**src/rtl/fetch_stage.sv**
```systemverilog
// fetch_stage: instruction fetch with a 2-entry instruction queue, redirect and optional stats
//   clk, rst         : clock, asynchronous active-high reset
//   imem_addr/data   : word address out (= pc), instruction word back in the same cycle
//   redirect/_pc     : downstream redirect request and target word address
//   id_ready         : decode accepts the head entry this cycle
//   id_valid/instr/pc: head entry of the instruction queue
//   fetch_cnt        : pushes since reset, saturating (only when FETCH_STATS_EN is defined)
//   stall_cnt        : cycles spent in FULL, saturating (only when FETCH_STATS_EN is defined)
`ifndef ISIZE
`define ISIZE 8
`endif
`ifndef DSIZE
`define DSIZE 32
`endif

module fetch_stage #(
    parameter int QDEPTH = 2
) (
    input  logic              clk,
    input  logic              rst,
    output logic [`ISIZE-1:0] imem_addr,
    input  logic [`DSIZE-1:0] imem_data,
    input  logic              redirect,
    input  logic [`ISIZE-1:0] redirect_pc,
    input  logic              id_ready,
    output logic              id_valid,
    output logic [`DSIZE-1:0] id_instr,
    output logic [`ISIZE-1:0] id_pc,
    output logic [15:0]       fetch_cnt,
    output logic [15:0]       stall_cnt
);
    typedef enum logic [1:0] {BOOT, FETCH, FULL} state_t;
    state_t            state, state_n;
    logic [`ISIZE-1:0] pc, pc_n;
    logic [1:0]        count, count_n, wr;
    logic [`ISIZE-1:0] q_pc [QDEPTH];
    logic [`DSIZE-1:0] q_instr [QDEPTH];
    logic              pop, push;

    assign imem_addr = pc;
    assign id_valid  = count != 2'd0;
    assign id_pc     = q_pc[0];
    assign id_instr  = q_instr[0];

    // Entry 0 is always the head; a pop shifts entry 1 down, so the write slot is count minus pop.
    always_comb begin
        pop     = id_valid & id_ready & ~redirect;
        push    = (state != BOOT) & ~redirect & ((count != 2'(QDEPTH)) | pop);
        count_n = redirect ? 2'd0 : count + {1'b0, push} - {1'b0, pop};
        pc_n    = redirect ? redirect_pc : push ? pc + 1'b1 : pc;
        wr      = count - {1'b0, pop};
        state_n = (redirect || state == BOOT) ? FETCH :
                  (count_n == 2'(QDEPTH) && !pop) ? FULL : FETCH;
    end

    always_ff @(posedge clk or posedge rst) begin
        if (rst) begin
            state      <= BOOT;
            pc         <= '0;
            count      <= '0;
            q_pc[0]    <= '0;
            q_pc[1]    <= '0;
            q_instr[0] <= '0;
            q_instr[1] <= '0;
        end else begin
            state <= state_n;
            pc    <= pc_n;
            count <= count_n;
            if (pop) begin
                q_pc[0]    <= q_pc[1];
                q_instr[0] <= q_instr[1];
            end
            if (push) begin
                q_pc[wr[0]]    <= pc;
                q_instr[wr[0]] <= imem_data;
            end
        end
    end

`ifdef FETCH_STATS_EN
    always_ff @(posedge clk or posedge rst) begin
        if (rst) begin
            fetch_cnt <= '0;
            stall_cnt <= '0;
        end else begin
            if (push && fetch_cnt != 16'hFFFF) fetch_cnt <= fetch_cnt + 16'd1;
            if (state == FULL && stall_cnt != 16'hFFFF) stall_cnt <= stall_cnt + 16'd1;
        end
    end
`else
    assign fetch_cnt = '0;
    assign stall_cnt = '0;
`endif
endmodule

```
**config.mk**
```make
export PLATFORM = sky130hd
export DESIGN_NAME = fetch_stage
export DESIGN_NICKNAME = d
export VERILOG_FILES = /design/src/rtl/fetch_stage.sv
export SDC_FILE = /design/constraint.sdc
export NUM_CORES = 1
export LEC_CHECK = 0
export ABC_AREA = 1
export ABC_CLOCK_PERIOD_IN_PS = 5800
export CAP_MARGIN = 10
export CORE_MARGIN = 2
export CORE_UTILIZATION = 55
export CTS_BUF_LIST = sky130_fd_sc_hd__clkbuf_8
export CTS_CLUSTER_DIAMETER = 100
export DETAILED_ROUTE_END_ITERATION = 10
export PLACE_DENSITY = 0.88
export SYNTH_ARGS = -nofsm -noshare
export SYNTH_HDL_FRONTEND = slang
export SYNTH_SLANG_ARGS = --single-unit
```
**constraint.sdc**
```tcl
create_clock -name clk -period 5.8 [get_ports clk]
set_clock_uncertainty 0.1 [all_clocks]
set_input_delay 1.16 -clock clk [delete_from_list [all_inputs] [get_ports clk]]
set_output_delay 1.16 -clock clk [all_outputs]
set_load 0.05 [all_outputs]
```
### Word level (Yosys, flattened, before mapping)

Index checks and enable logic that the tools add are counted.

| operators by class | value |
|---|---|
| add/sub/neg operators | 4 |
| order comparisons | 2 |
| equal/unequal tests | 2 |
| multiplexer cells | 15 |
| bitwise operators | 7 |
| reduce and logical (&&, ||, !) cells | 8 |

Operator list:

| operator | count |
|---|---|
| $bwmux 64 | 1 |
| $mux 32 | 2 |
| $mux 64 | 1 |
| $demux 32 s1 | 1 |
| $mux 8 | 4 |
| $bwmux 16 | 1 |
| $mux 16 | 1 |
| $add 8x1->8 const B | 1 |
| $demux 8 s1 | 1 |
| $mux 2 | 3 |
| $reduce_bool 2->1 | 3 |
| $and 1x1->1 | 4 |
| $add 2x1->2 | 1 |
| $eq 2x2->1 const B | 1 |
| $ge 2x2->1 const B | 1 |
| $logic_and 1x1->1 | 2 |
| $logic_not 2->1 | 1 |
| $lt 2x1->1 const B | 1 |
| $ne 2x2->1 const B | 1 |
| $not 1->2 | 1 |
| $sub 2x1->2 | 1 |
| $logic_not 1->1 | 1 |
| $logic_or 1x1->1 | 1 |
| $not 1->1 | 1 |
| other kinds (2) | 2 |

| storage, ports and cells | value |
|---|---|
| register bits | 92 |
| output and inout bits | 81 |
| logic and storage cells | 45 |

### Longest topological paths before layout

| depth | value |
|---|---|
| depth in word-level cells | 12 |
| mapped depth | 13 |
| depth with buffers taken out | 13 |

### Worst setup path before layout

OpenSTA, ideal clock, no wires.

| path | value |
|---|---|
| kind | input to register |
| start | in redirect |
| end | reg state[0] |
| library setup time | 124 ps |
| data arrival time | 2536 ps |
| setup slack | 3040 ps |
| stages on the path | 11 |
| path buffers | 1 |
| cells stage by stage | inv_2 -> nand3_2 -> inv_1 -> buf_2 -> ha_1 -> inv_1 -> ha_1 -> inv_1 -> nand3_1 -> nor3_1 -> inv_1 |

| on the way | value |
|---|---|
| longest elaborated chain between the ends | 11 |

RTL lines:

| item | line | text |
|---|---|---|
| start: declaration | 23 | `input logic redirect,` |
| $not 1->1 | 47, 48 |  |
| $and 1x1->1 | 47 | `pop = id_valid & id_ready & ~redirect;` |
| $or 1x1->1 | 48 | `push = (state != BOOT) & ~redirect & ((count != 2'(QDEPTH)) \| pop);` |
| $and 1x1->1 | 48 |  |
| $add 2x1->2 | 49 | `count_n = redirect ? 2'd0 : count + {1'b0, push} - {1'b0, pop};` |
| $sub 2x1->2 | 49 |  |
| $mux 2 | 49 |  |
| $eq 2x2->1 | 53 | `(count_n == 2'(QDEPTH) && !pop) ? FULL : FETCH;` |
| $logic_and 1x1->1 | 53 |  |
| $mux 2 | 53 |  |
| $mux 2 (*) | 52 | `state_n = (redirect \|\| state == BOOT) ? FETCH :` |
| via state_n[0] | 33 | `state_t state, state_n;` |
| end signal: assignment | 66 | `state <= state_n;` |
| end: declaration | 33 |  |

Mark *: on every way through the listed nets, which the timed path passes. The rest lies on a longest branch.
A chain may end at the register's enable or synchronous reset.

==> results.sh <==
export IMPL_antenna_found_initial=0
export IMPL_grt_max_degree=75
export IMPL_die_x_um=98.1
export IMPL_max_vdd_ir_drop_uv=390
export IMPL_grt_pass1_wl_um=16100
export IMPL_cts_hold_buf=0
export IMPL_slowest_stage="nand3_4"
export IMPL_synth_edff_count=0
export IMPL_totalWireLength_um=9650
export IMPL_via_per_inst=4.92
export IMPL_yosys_area_share_adder_pct=0.771
export IMPL_syn_to_final_growth_pct=14.6
export IMPL_ys_types=22
export IMPL_fin_crit_sh_pct=67.2
export IMPL_num_rows=34
export IMPL_status="finished clean"
export IMPL_worstSetupPathType="primary input to register"
export IMPL_die_height_um=98.1
export IMPL_rsz0062_at_grt="false"
export IMPL_maxCapViolCount=0
export IMPL_cellLeakagePower_nw=2.89
export IMPL_cts_tree="built"
export IMPL_min_path_type="register to register"
export IMPL_vias=3770
export IMPL_synth_seq_area_share_pct=47.3
export IMPL_clock_latency_ns=0.35
export IMPL_drt_iter0_markers=201
export IMPL_worstPathRequired_ns=5.98
export IMPL_yosys_top_cells_count="nand2_1 (257), dfrtp_1 (92), buf_4 (72)"
export IMPL_cts_resized=0
export IMPL_grt_pass1_vias=3565
export IMPL_ys_flop_type="dfrtp_1"
export IMPL_start_util_pct=56.4
export IMPL_ys_warnings_count=0
export IMPL_yosys_area_share_simple_pct=24.7
export IMPL_path_common_cell="nand2_1"
export IMPL_setup_tns_ns=0
export IMPL_cts_buffers=9
export IMPL_async_flop_share_pct=100
export IMPL_slew_violations=0
export IMPL_setup_viol=0
export IMPL_p_per_area_nw_per_um2=569
export IMPL_utilization_pct=64.6
export IMPL_dieArea_sq_um=9620
export IMPL_syn_area_per_cell_sq_um=7.93
export IMPL_port_buffers=92
export IMPL_final_layout_size_suffix_gt1_share_pct=7.59
export IMPL_synth_most_common_cell="nand2_1"
export IMPL_synth_top_family_by_area="simple AND/OR/NAND/NOR gates"
export IMPL_relSlewSlack_pct=35.9
export IMPL_place_congestion=0.834
export IMPL_hold_viol=0
export IMPL_nNetsFinal=702
export IMPL_synth_xor_xnor_area_share_pct=0.180
export IMPL_syn_area_sq_um=4870
export IMPL_crit_path_end_kind="register"
export IMPL_worst_slew_pin_transition_ns=0.960
export IMPL_ant_nets=0
export IMPL_grt_overflow=0
export IMPL_clockRootBuffer="clkbuf_8"
export IMPL_cts_htree_levels=3
export IMPL_wl_per_cell_um=12.6
export IMPL_core_sq_um=8640
export IMPL_crit_chain="clkdlybuf4s50_1 > inv_2 > nand3_2 > buf_4 > nand2_1 > nand3_4 > inv_2 > nand2_1 > nand2_1"
export IMPL_ios=125
export IMPL_clockBufferDepth=2
export IMPL_diodes=0
export IMPL_muxShareOfSynthArea_pct=0
export IMPL_drc=0
export IMPL_layout_min_cycle_time_ns=3.90
export IMPL_cts_num_sinks=92
export IMPL_max_stage_delay_ns=0.66
export IMPL_clk_pin_slew_ns=0.08
export IMPL_yosys_area_top_type="dfrtp_1"
export IMPL_dp_hpwl_um=6690
export IMPL_synth_area_top_cells="dfrtp_1 (47%), nand2_1 (20%), buf_4 (11%)"
export IMPL_cts_setup_buffers=0
export IMPL_synth_compound_area_share_pct=8.71
export IMPL_first_pass_iters=5
export IMPL_arrival_ns=4.08
export IMPL_max_freq_mhz=256
export IMPL_ys_ff_latch=92
export IMPL_synthCells=614
export IMPL_worstSetupStartpointType="primary input"
export IMPL_track_usage_pct=20.5
export IMPL_cp_max_fo=74
export IMPL_synth_top_area_share_pct=47.3
power breakdown:
part,total [mW],internal (mW),switching (mW)
registers,1.10,0.924,0.179
clock network,0.452,0.237,0.214
logic,1.62,0.526,1.09
total,3.17,1.69,1.48
per-stage QoR:
step / total power [mW] / setup WS (ns) / hold slack [ns] / std cells / instance area [sq um]
2_1_floorplan: 2.48 / 2.15 / 0.349 / 645 / 4980
3_3_place_gp: 2.68 / 1.72 / 0.364 / 752 / 5380
3_5_place_dp: 2.73 / 1.58 / 0.366 / 752 / 5380
4_1_cts: 3.19 / 1.94 / 0.387 / 767 / 5580
5_1_grt: 3.37 / 1.63 / 0.398 / 767 / 5580
6_report: 3.17 / 1.90 / 0.387 / 767 / 5580
worst max-delay path: cells and delay by family:
kind	cells	cell delay, ns
simple gates	5	1.29
buf+inv	4	1.63
kinds of logic (layout without fill, tap and decap cells):
kind of cell	after synthesis	in the layout
and+or+nand+nor	302	302
adders and majority gates	3	3
AOI/OAI and AO/OA	69	69
buffers and inverters	146	160
other	1	32
DFF	92	92
xor gates and xnor gates	1	1
path summary, 6_finish.rpt:
path,startpoint,endpoint,slack (ns),cells past startpoint
worst max-delay path,redirect,register,1.90,9
worst min-delay path,register,register,0.39,2
worst max register to register,count[0],register,3.00,9
worst min register to register,register,register,0.39,2
max in group asynchronous,rst,id_pc[7],3.38,3
min in group asynchronous,rst,id_instr[20],1.22,2
cells in the final DEF, fill, tap and decap left out, drive strengths merged:
cell type | netlist | layout
dfrtp | 92 | 92
clkinvlp | 0 | 1
clkdlybuf4s50 | 0 | 92
ha | 3 | 3
buf | 93 | 4
nand2 | 258 | 258
nand4 | 3 | 3
clkinv | 0 | 3
nand3 | 27 | 27
nor2 | 13 | 13
conb | 1 | 32
bufinv | 0 | 2
inv | 49 | 49
clkbuf | 4 | 9
xnor2 | 1 | 1
o21ai | 69 | 69
nor3 | 1 | 1
final cells by class:
class                   instances  area, sq um
fillers                       715         3060
well taps                     108          135
clock buffers                   9          124
flip-flops and latches         92         2300
clock inverters                 6         81.3
inverters                      49          185
repair buffers                 96          951
multi-input cells             407         1800
metal layers:
metal  vias to the layer above  wire length [um]  track usage, %
li1                       1872                 -               -
met4                         0               107            6.52
met1                      1782              4030            25.6
met3                        10               540            4.80
met5                         -                 0               0
met2                       106              4970            35.2
(Power assumes the default switching activity.)
